$ cat config.mk
export PLATFORM = sky130hd
export DESIGN_NAME = btn_cmd_arbiter
export DESIGN_NICKNAME = d
export VERILOG_FILES = /design/src/rtl/btn_cmd_arbiter.sv
export SDC_FILE = /design/constraint.sdc
export NUM_CORES = 1
export LEC_CHECK = 0
export CAP_MARGIN = 20
export CORE_MARGIN = 8
export CORE_UTILIZATION = 63
export CTS_CLUSTER_DIAMETER = 200
export DETAILED_ROUTE_END_ITERATION = 6
export GPL_ROUTABILITY_DRIVEN = 0
export MAX_ROUTING_LAYER = met4
export PLACE_DENSITY = 0.8
export SYNTH_ARGS = -nofsm -noshare
export SYNTH_HDL_FRONTEND = slang
export SYNTH_SLANG_ARGS = --single-unit
export TNS_END_PERCENT = 10
$ cat constraint.sdc
create_clock -name clk -period 3.2 [get_ports clk]
set_input_delay 0.48 -clock clk [delete_from_list [all_inputs] [get_ports clk]]
set_output_delay 0.48 -clock clk [all_outputs]
set_load 0.01 [all_outputs]
$ cat src/rtl/btn_cmd_arbiter.sv
// Front-panel button collector: classifies presses as short/long, arbitrates
// pending presses round-robin and offers one command at a time to the game FSM.
module btn_cmd_arbiter #(
  parameter int N_BTN           = 4,
  parameter int HOLD_CYCLES     = 150000000,
  parameter int COOLDOWN_CYCLES = 5000000
) (
  input  logic                       clk,
  input  logic                       rst,
  input  logic [N_BTN-1:0]           btn_n,
  input  logic                       enable,
  input  logic                       cmd_ready,
  output logic                       cmd_valid,
  output logic [$clog2(N_BTN)-1:0]   cmd_id,
  output logic                       cmd_long,
  output logic                       busy,
  output logic                       overrun,
  output logic [1:0]                 fsm_state
);

  localparam int ID_W   = $clog2(N_BTN);
  localparam int HOLD_W = $clog2(HOLD_CYCLES + 1);
  localparam int CD_W   = (COOLDOWN_CYCLES > 0) ? $clog2(COOLDOWN_CYCLES + 1) : 1;
  localparam logic [HOLD_W-1:0] HOLD_MAX  = HOLD_W'(HOLD_CYCLES);
  localparam logic [HOLD_W-1:0] HOLD_LAST = HOLD_W'(HOLD_CYCLES - 1);
  localparam logic [CD_W-1:0]   CD_LAST   = CD_W'((COOLDOWN_CYCLES > 0) ? COOLDOWN_CYCLES - 1 : 0);

  typedef enum logic [1:0] {
    S_IDLE     = 2'd0,
    S_OFFER    = 2'd1,
    S_COOLDOWN = 2'd2
  } state_t;

  state_t state, state_nxt;

  logic [N_BTN-1:0]  s_meta, s_sync, s_prev;
  logic [HOLD_W-1:0] hold_cnt [N_BTN];
  logic [N_BTN-1:0]  long_done, pend_short, pend_long;
  logic [N_BTN-1:0]  press, release_ev, set_short, set_long, clr_short, clr_long;
  logic [ID_W-1:0]   rr;
  logic [CD_W-1:0]   cd_cnt;
  logic              grant_vld, grant_is_long;
  logic [ID_W-1:0]   grant_idx;

  always_ff @(posedge clk or negedge rst) begin
    if (!rst) begin
      s_meta <= '1;
      s_sync <= '1;
      s_prev <= '1;
    end else begin
      s_meta <= btn_n;
      s_sync <= s_meta;
      s_prev <= s_sync;
    end
  end

  // A long event fires once per hold; long_done suppresses the short event on release.
  always_comb begin
    press      = s_prev & ~s_sync;
    release_ev = ~s_prev & s_sync;
    set_short  = '0;
    set_long   = '0;
    for (int i = 0; i < N_BTN; i++) begin
      set_short[i] = enable && release_ev[i] && !long_done[i];
      set_long[i]  = enable && !s_sync[i] && !press[i] && !long_done[i] &&
                     (hold_cnt[i] == HOLD_LAST);
    end
  end

  always_ff @(posedge clk or negedge rst) begin
    if (!rst) begin
      for (int i = 0; i < N_BTN; i++) hold_cnt[i] <= '0;
      long_done <= '0;
    end else begin
      for (int i = 0; i < N_BTN; i++) begin
        if (!enable) begin
          hold_cnt[i] <= '0;
        end else if (press[i]) begin
          hold_cnt[i]  <= '0;
          long_done[i] <= 1'b0;
        end else if (!s_sync[i]) begin
          if (hold_cnt[i] != HOLD_MAX) hold_cnt[i] <= hold_cnt[i] + HOLD_W'(1);
          if (set_long[i]) long_done[i] <= 1'b1;
        end
      end
    end
  end

  // Round-robin search from rr; long outranks short within the granted button.
  always_comb begin
    int idx;
    logic [N_BTN-1:0] pend_any;
    idx           = 0;
    pend_any      = pend_long | pend_short;
    grant_vld     = 1'b0;
    grant_idx     = '0;
    grant_is_long = 1'b0;
    for (int k = 0; k < N_BTN; k++) begin
      idx = int'(rr) + k;
      if (idx >= N_BTN) idx = idx - N_BTN;
      if (!grant_vld && pend_any[idx]) begin
        grant_vld     = 1'b1;
        grant_idx     = ID_W'(idx);
        grant_is_long = pend_long[idx];
      end
    end
    grant_vld = grant_vld && enable && (state == S_IDLE);
    clr_short = '0;
    clr_long  = '0;
    if (grant_vld) begin
      if (grant_is_long) clr_long[grant_idx]  = 1'b1;
      else               clr_short[grant_idx] = 1'b1;
    end
  end

  // A new event on an already-pending bit is dropped; a same-cycle set beats the grant clear.
  always_ff @(posedge clk or negedge rst) begin
    if (!rst) begin
      pend_short <= '0;
      pend_long  <= '0;
      overrun    <= 1'b0;
    end else begin
      if (!enable) begin
        pend_short <= '0;
        pend_long  <= '0;
      end else begin
        pend_short <= (pend_short & ~clr_short) | set_short;
        pend_long  <= (pend_long & ~clr_long) | set_long;
      end
      if (|(set_short & pend_short) || |(set_long & pend_long)) overrun <= 1'b1;
    end
  end

  // Handshake: a command transfers on a cycle where cmd_valid and cmd_ready are both high;
  // once cmd_valid rises, it and cmd_id/cmd_long hold until that transfer.
  always_comb begin
    state_nxt = state;
    case (state)
      S_IDLE:     if (grant_vld) state_nxt = S_OFFER;
      S_OFFER:    if (cmd_ready) state_nxt = S_COOLDOWN;
      S_COOLDOWN: if (COOLDOWN_CYCLES == 0 || cd_cnt == CD_LAST) state_nxt = S_IDLE;
      default:    state_nxt = S_IDLE;
    endcase
  end

  always_ff @(posedge clk or negedge rst) begin
    if (!rst) begin
      state    <= S_IDLE;
      cmd_id   <= '0;
      cmd_long <= 1'b0;
      rr       <= '0;
      cd_cnt   <= '0;
    end else begin
      state <= state_nxt;
      if (grant_vld) begin
        cmd_id   <= grant_idx;
        cmd_long <= grant_is_long;
        rr       <= (grant_idx == ID_W'(N_BTN - 1)) ? '0 : grant_idx + ID_W'(1);
      end
      if (state == S_OFFER)
        cd_cnt <= '0;
      else if (state == S_COOLDOWN && cd_cnt != CD_LAST)
        cd_cnt <= cd_cnt + CD_W'(1);
    end
  end

  assign cmd_valid = (state == S_OFFER);
  assign busy      = (state != S_IDLE);
  assign fsm_state = state;

endmodule

==> results.txt, run 1 <==
----------------------------------------------------
[Synthesis]
  Netlist cell types ... 64
  Main synth FF type ... sky130_fd_sc_hd__dfrtp_1
  Proportion of synthesized flip-flops having asynchronous set or reset ... 100%
  Cell Area, Synth ... 8600 µm²
  Combinational family with the most area after synthesis ... simple AND/OR/NAND/NOR gates
  Count of flip-flops with a built-in enable after synthesis ... 0
  Post-Synth Simple-Gate Area ... 27.3%
  Synth warn ... 0
  Adder-cell share of the synthesized area ... under 10%
  Post-synthesis sequential area ratio ... 48.8%
  Parity-gate share of the synthesized area counting xor and xnor cells ... 9.47%
  Register bit total from synthesis ... 167
  Share of the synthesized area in the top cell type ... 45.1%
  Yosys top cell by area ... sky130_fd_sc_hd__dfrtp_1
  Top post-synthesis cells by area ... sky130_fd_sc_hd__dfrtp_1 45%, sky130_fd_sc_hd__nor2_1 6.2%, sky130_fd_sc_hd__xor2_1 5.6%
  Fraction of synthesized area in multiplexers ... 0.960%
  Complex-gate fraction of the synthesized area ... 9.15%
  Net count after synthesis ... 946
  Gate count of the mapped netlist ... slightly above 900
  Mean Syn Cell Area ... around 9.3 µm²

[Timing]
  Total setup violations reported at the end of the flow ... 0
  Time the final worst path needs with I/O delays and setup ... 2.56 ns
  Final number of max-transition violations ... 0
  RSZ-0062 raised after global routing ... false
  Transition time at the pin with the least slew margin ... 0.780 ns
  Highest clock frequency the design can meet ... 391 MHz
  Post-layout worst setup margin ... between 0.6 and 0.7 ns
  Worst slew margin relative to its limit ... 47.5%
  Setup Skew ... 0.00853 ns
  Period utilisation layout ... 79.9%
  Count of endpoints failing hold in the final timing report ... 0
  Sum of negative setup slack ... 0 ns

[Finish]
  Post-synthesis to final-layout area growth ... 12.0%
  Share of post-route cells with drive strength above 1 ... 7.91%
  # fillers ... 975
  Area taken by multi-input logic gates ... 4210 µm²
  FF+latch area ... 4190 µm²
  Antenna cells ... 0
  Non-Filler Instances ... ~1100
  Post-route core utilization ... a little over 70%
  Final net count ... approximately 970

[Drt]
  Highest metal layer used by the detailed router ... met4
  Number of optimization iterations in the first detailed-route pass ... 6
  Routed metal-1 wirelength ... 8100 µm
  Residual antenna-violating net count after detailed routing ... 0
  Met2 wire length ... 8160 µm
  Via Count ... 6778
  Sum of routed wire length over all layers ... 17200 µm
  Detail-routed net length per standard cell ... about 15 µm
  Average via count per standard cell ... 5.96
  Number of design rule violations left after detail routing ... 0
  Wire length on met3 ... 702 µm
  Starting DRT DRC Count ... 524

[Global route]
  Overall track demand over capacity in global routing ... 21.0%
  Global-route wire length before repair ... 30300 µm
  Maximum number of pins on one net before global-route repair ... 73
  Number of global-route vias before repair ... 6504
  Antenna violations before repair ... 0
  Overall overflow remaining after global route ... 0

[Worst setup path]
  Type of destination of the critical path ... flip-flop
  Startpoint class of the critical path ... flip-flop
  Data arrival at the endpoint of the critical path ... 2.88 ns
  Stage delay of the slowest cell on the critical path ... 0.54 ns
  Worst Path Required ... 3.53 ns
  Worst setup path category ... reg -> reg
  Worst path cell trace ... or4b_1, or4_4, o31a_2, nand2_1, nor4_1, xnor2_1, nor2_1
  Critical-path top delay cell ... sky130_fd_sc_hd__or4b_1
  Worst-path fanout max ... 13

[Clock network]
  Number of cells upsized or downsized after cts ... 0
  Max Buffers Root-to-Sink ... 2
  CTS tree ... built
  Post-CTS clock slew at the launch and capture registers of the worst setup and hold paths ... 0.07 ns
  Post-CTS repair timing setup buffer count ... 0
  Clock network latency to the later pin of the worst-skew pair ... 0.43 ns
  Hold buffer count at cts ... 0
  Root Driver ... sky130_fd_sc_hd__clkbuf_16
  CTS HTree Levels ... 4
  TritonCTS sink count ... 167
  Number of CTS-inserted buffers ... 17

[Floorplan]
  Overall die width ... approximately 130 µm
  Die ar. ... about 18000 µm²
  Die outline height ... around 130 µm
  Number of placement rows ... between 40 and 50
  Number of top-level pins ... 16
  Initial Util ... 64.7%
  Placeable Area ... approximately 13000 µm²

[Hold path]
  Path category of the worst min-delay check ... in -> async

[Place]
  Count of placed standard cells including taps ... 1105
  Worst slack at placement ... 0.514 ns
  DP Wirelength ... around 12000 µm
  PortBufs ... 15

[Flow run]
  Max capacitance violation total ... 0

[Power]
  LEAKAGE ... between 3 and 4 nW
  Highest ir drop seen on vdd ... 0.555 mV
  Pwr/cell area ... 534 nW/µm²

[Status]
  Outcome ... finished, final reports clean

----------------------------------------------------
path summary, 6_finish.rpt:
kind | start | to | slack [ns] | cells past startpoint
max | hold_cnt[95]$_DFFE_PN0P_ | hold_cnt[102]$_DFFE_PN0P_ | 0.64 | 7
min | rst | cd_cnt[7]$_DFFE_PN0P_ | 0.04 | 1
max reg2reg | hold_cnt[95]$_DFFE_PN0P_ | hold_cnt[102]$_DFFE_PN0P_ | 0.64 | 7
min reg2reg | s_meta[2]$_DFF_PN1_ | s_sync[2]$_DFF_PN1_ | 0.36 | 0
max in group asynchronous | rst | s_meta[2]$_DFF_PN1_ | 2.29 | 2
min in group clk | s_meta[2]$_DFF_PN1_ | s_sync[2]$_DFF_PN1_ | 0.36 | 0
cells in the mapped netlist, types with 3 or more instances:
master                       n
sky130_fd_sc_hd__dfrtp_1   155
sky130_fd_sc_hd__nor2_1    142
sky130_fd_sc_hd__nand2_1    86
sky130_fd_sc_hd__nand3_1    65
sky130_fd_sc_hd__xor2_1     55
sky130_fd_sc_hd__o21ai_0    42
sky130_fd_sc_hd__nand4_1    38
sky130_fd_sc_hd__xnor2_1    38
sky130_fd_sc_hd__inv_1      30
sky130_fd_sc_hd__nor3_1     28
sky130_fd_sc_hd__a21oi_1    25
sky130_fd_sc_hd__clkbuf_1   20
sky130_fd_sc_hd__nor4b_1    16
sky130_fd_sc_hd__and3_1     13
sky130_fd_sc_hd__ha_1       13
sky130_fd_sc_hd__or3_1      13
sky130_fd_sc_hd__dfstp_2    12
sky130_fd_sc_hd__nor4_1     12
sky130_fd_sc_hd__o31ai_1    10
sky130_fd_sc_hd__and2_1      9
sky130_fd_sc_hd__and4_1      8
sky130_fd_sc_hd__nor2b_1     8
sky130_fd_sc_hd__o211ai_1    8
sky130_fd_sc_hd__mux2i_1     6
sky130_fd_sc_hd__nand2b_1    6
sky130_fd_sc_hd__o41ai_1     4
sky130_fd_sc_hd__or2_2       4
sky130_fd_sc_hd__or4_1       4
sky130_fd_sc_hd__o21a_1      3
sky130_fd_sc_hd__o31a_1      3
sky130_fd_sc_hd__or4b_1      3
layout by cell type (no fill, tap or decap), types with 9 or more instances in the layout:
cell type and instances:
sky130_fd_sc_hd__nor4_1 12, sky130_fd_sc_hd__dfstp_2 12, sky130_fd_sc_hd__nor4b_1 16, sky130_fd_sc_hd__inv_1 30
sky130_fd_sc_hd__o31ai_1 10, sky130_fd_sc_hd__nand4_1 38, sky130_fd_sc_hd__or3_1 13, sky130_fd_sc_hd__dfrtp_1 155
sky130_fd_sc_hd__and2_1 9, sky130_fd_sc_hd__clkbuf_16 17, sky130_fd_sc_hd__o21ai_0 42, sky130_fd_sc_hd__nor2_1 142
sky130_fd_sc_hd__nand2_1 86, sky130_fd_sc_hd__and3_1 13, sky130_fd_sc_hd__a21oi_1 25, sky130_fd_sc_hd__ha_1 13
sky130_fd_sc_hd__nor3_1 28, sky130_fd_sc_hd__clkdlybuf4s50_1 14, sky130_fd_sc_hd__buf_4 11, sky130_fd_sc_hd__xor2_1 55
sky130_fd_sc_hd__xnor2_1 38, sky130_fd_sc_hd__nand3_1 65
registers in the layout, indices dropped and copies added (netlist names):
signal,flops
cd_cnt,23
s_meta,4
cmd_long,1
overrun,1
long_done,4
hold_cnt,112
pend_long,4
pend_short,4
rr,2
fsm_state,2
s_sync,4
s_prev,4
cmd_id,2
kinds of logic after synthesis:
group / count (synthesis)
and+or+nand+nor: 467
DFF: 167
AOI/OAI and AO/OA: 122
xor gates and xnor gates: 93
buffers and inverters: 55
adders and majority gates: 13
muxes: 8
stage by stage:
stage               area [µm²]  total power [mW]  hold WS [ns]
floorplan                 8600              2.75         0.184
global placement          9010              3.02         0.345
detailed placement        9010              3.02         0.347
CTS                       9630              5.17        0.0730
global route              9630              5.35        0.0943
finish                    9630              5.14        0.0446
routing by layer:
| layer | track usage (%) | up-vias |
|---|---|---|
| met5 | - | - |
| met4 | 6.50 | 0 |
| met3 | 4.31 | 22 |
| met2 | 32.4 | 149 |
| met1 | 27.4 | 3293 |
| li1 | - | 3314 |
critical path: cells and delay by family, from the launching register on:
kind | cells | cell delay, ns
flip-flops | 1 | 0.43
AND/OR/NAND/NOR | 5 | 1.39
XOR/XNOR | 1 | 0.18
AO/OA/AOI/OAI | 1 | 0.46
power breakdown:
| group | switching (mW) | total (mW) | internal, mW |
|---|---|---|---|
| logic | 0.414 | 0.681 | 0.267 |
| registers | 0.118 | 2.32 | 2.20 |
| clock network | 0.869 | 2.15 | 1.28 |
layout make-up:
class	instances	area share, %
Inverter	31	1.21
Multi-Input combinational cell	703	43.7
Clock buffer	19	4.70
Clock inverter	13	1.74
Tap cell	176	2.29
Timing Repair Buffer	28	2.84
Sequential cell	167	43.5
Power figures use the tool's default switching activity.
==> run 2: changes to the inputs <==
CORE_UTILIZATION = 57   (was 63)
PLACE_DENSITY = 0.77   (was 0.8)
clock period = 2.2 ns   (was 3.2 ns; I/O delays follow)
==> run 2 against run 1 <==
Effect of this change: the flow now finishes with violations (negative setup slack); clock skew about the same; sequential power increased by 44%; sequential cell count unchanged; power increased by 46%; first-iteration DRC count decreased by 19%; critical path type unchanged; largest power group unchanged.
==> results.txt, run 2 (synthesized netlist as in run 1, its figures left out) <==
----------------------------------------------------
[Power]
  LEAKAGE ... 4.31 nW (+11%)
  Highest ir drop seen on vdd ... 0.697 mV (+26%)
  Pwr/cell area ... 730 nW/µm² (+37%)
  Total power of the final layout ... 7.51 mW (+46%)

[Worst setup path]
  Worst path cell trace ... or4b_1, or4_4, nor4_4, a32oi_4, nand2b_1, xor2_1, nor2_1
  Worst r2r path cells ... 7 (unchanged)
  Data arrival at the endpoint of the critical path ... 2.60 ns (-0.28 ns)
  Crit. path cell count ... 7 (unchanged)
  Startpoint class of the critical path ... flip-flop
  Type of destination of the critical path ... flip-flop
  Critical register-to-register path endpoint ... hold_cnt[63]$_DFFE_PN0P_
  WP buf/inv ... 0 (unchanged)
  Reg2Reg Launch Point ... hold_cnt[69]$_DFFE_PN0P_
  Reg-to-reg slack, setup ... -0.09 ns (-0.73 ns)
  Worst-path fanout max ... 8 (-5)
  Worst setup path category ... reg -> reg
  Largest delay contributor family on the critical path ... simple AND/OR/NAND/NOR gates
  Stage delay of the slowest cell on the critical path ... 0.51 ns (-0.03 ns)
  Critical-path top delay cell ... sky130_fd_sc_hd__or4b_1
  Timing startpoint of the critical path ... hold_cnt[69]$_DFFE_PN0P_
  Worst Path Required ... 2.51 ns (-1.02 ns)
  End point of the critical path ... hold_cnt[63]$_DFFE_PN0P_

[Global route]
  Overall track demand over capacity in global routing ... 19.7% (-1.3 points)
  Met3 global-route usage ... 4.44% (+0.13 points)
  Antenna violations before repair ... 0 (unchanged)
  Global-route wire length before repair ... 31100 µm (+2.4%)
  Overall overflow remaining after global route ... 0 (unchanged)
  Maximum number of pins on one net before global-route repair ... 59 (-19%)
  Met2 track demand over resource ... 30.3% (-2.2 points)
  Number of global-route vias before repair ... 6710 (+3.2%)
  GR Layer Usage met1 ... 25.3% (-2.1 points)
  Busiest layer in global routing ... met2

[Hold path]
  Path category of the worst min-delay check ... in -> reg

[Finish]
  Share of post-route cells with drive strength above 1 ... 15.7% (+7.7 points)
  Antenna cells ... 0 (unchanged)
  Most used cells in the layout excluding fill and tap cells ... 155 x sky130_fd_sc_hd__dfrtp_1, 141 x sky130_fd_sc_hd__nor2_1, 83 x sky130_fd_sc_hd__nand2_1, 83 x sky130_fd_sc_hd__buf_4, 65 x sky130_fd_sc_hd__nand3_1
  Non-Filler Instances ... 1223 (+7.6%)
  Registers with the most flip-flops ... hold_cnt (112), cd_cnt (23)
  Final std cell area, no fill ... 10300 µm² (+6.7%)
  Final net count ... 1043 (+7.6%)
  Leading cell type in the layout, fill and taps excluded ... sky130_fd_sc_hd__dfrtp_1
  # fillers ... 1141 (+17%)
  Max FFs per register ... 112 (unchanged)
  Register containing the most flip-flops in the final layout ... hold_cnt
  Post-route core utilization ... 68.7% (-3.8 points)
  Post-synthesis to final-layout area growth ... 19.5%

[Timing]
  Post-layout worst setup margin ... -0.0910 ns (-0.733 ns)
  Final number of max-transition violations ... 0 (unchanged)
  Time the final worst path needs with I/O delays and setup ... 2.29 ns (-0.267 ns)
  Highest clock frequency the design can meet ... 436 MHz (+12%)
  Total setup violations reported at the end of the flow ... 14 (+14)
  Setup Skew ... 0.00892 ns (+0.000390 ns)
  Transition time at the pin with the least slew margin ... 0.499 ns (-0.281 ns)
  RSZ-0062 raised after global routing ... true
  Sum of negative setup slack ... -0.656 ns (-0.656 ns)
  Worst slew margin relative to its limit ... 66.3% (+19 points)
  Hold_ws ... 0.302 ns (+0.257 ns)
  Period utilisation layout ... 104% (+24 points)
  Count of endpoints failing hold in the final timing report ... 0 (unchanged)

[Drt]
  Number of optimization iterations in the first detailed-route pass ... 7 (+1)
  Starting DRT DRC Count ... 424 (-19%)
  Sum of routed wire length over all layers ... 18100 µm (+5.3%)
  Detail-routed net length per standard cell ... 14.8 µm (-2.1%)
  Average via count per standard cell ... 5.77 (-3.2%)
  Via Count ... 7056 (+4.1%)
  Residual antenna-violating net count after detailed routing ... 0 (unchanged)
  Number of design rule violations left after detail routing ... 0 (unchanged)

[Clock network]
  TritonCTS sink count ... 167 (unchanged)
  CTS tree ... built
  Clock network latency to the later pin of the worst-skew pair ... 0.43 ns (about the same)
  Post-CTS clock slew at the launch and capture registers of the worst setup and hold paths ... 0.07 ns (about the same)
  CTS HTree Levels ... 4 (unchanged)
  Number of CTS-inserted buffers ... 17 (unchanged)
  Root Driver ... sky130_fd_sc_hd__clkbuf_16
  Max Buffers Root-to-Sink ... 2 (unchanged)

[Floorplan]
  Initial Util ... 57.4% (-7.3 points)
  Number of top-level pins ... 16 (unchanged)
  Die ar. ... 19300 µm² (+9.2%)
  Placeable Area ... 15000 µm² (+13%)
  Overall die width ... 139 µm (+4.5%)
  Die outline height ... 139 µm (+4.5%)
  Number of placement rows ... 45 (+7.1%)

[Place]
  DP Wirelength ... 12500 µm (+7.1%)
  Worst slack at placement ... -0.135 ns (-0.649 ns)
  Placed Area ... 9590 µm² (+6.4%)
  PortBufs ... 15 (unchanged)
  Count of placed standard cells including taps ... 1189 (+7.6%)

[Status]
  Outcome ... complete, but fails checks
  Failing checks ... negative setup slack

[Flow run]
  Max capacitance violation total ... 0 (unchanged)

----------------------------------------------------
[run 2: changes by cell type in the layout (fill, tap and decap cells not counted), sizes merged]
cell	change
buf	+73
bufinv	-1
clkbuf	-1
clkinvlp	-1
dlygate4sd3	+1
inv	+3
[run 2: power breakdown]
group	total (mW)	internal [mW]	switching, mW
Sequential	3.35	3.20	0.159
Combinational	1.12	0.476	0.646
Clock	3.03	1.73	1.30
Total	7.51	5.40	2.10
[run 2: timing repair]
action | 4_1_cts | 5_1_grt
setup endpoints to repair | 18 | 57
setup buffers | 1 | 0
endpoints found under the hold margin | 39 | 0
gates resized for setup | 4 | 15
pin swaps | 4 | 9
hold buffers | 1 | 0
[run 2: layer usage]
layer  routed length [µm]  up-vias
met1                 8460     3382
met5                    0        -
met2                 8570      194
li1                     -     3457
met3                  795       23
met4                  267        0
[run 2: cell type report]
cell class | count | area (µm²) | share of cell area (%)
clock buffers | 18 | 439 | 4.27
clock inverters | 14 | 163 | 1.58
inverters | 31 | 116 | 1.13
multi-input cells | 703 | 4290 | 41.7
flip-flops and latches | 167 | 4190 | 40.8
well taps | 188 | 235 | 2.29
repair buffers | 102 | 845 | 8.21
[run 2: how the worst min path moves through the flow]
stage	to	from	cells after the start
floorplan	cd_cnt[0]$_DFFE_PN0P_	rst	0
global placement	cd_cnt[5]$_DFFE_PN0P_	rst	1
detailed placement	cd_cnt[5]$_DFFE_PN0P_	rst	1
CTS	s_meta[1]$_DFF_PN1_	btn_n[1]	1
global route	s_meta[0]$_DFF_PN1_	btn_n[0]	1
finish	s_meta[3]$_DFF_PN1_	btn_n[3]	1
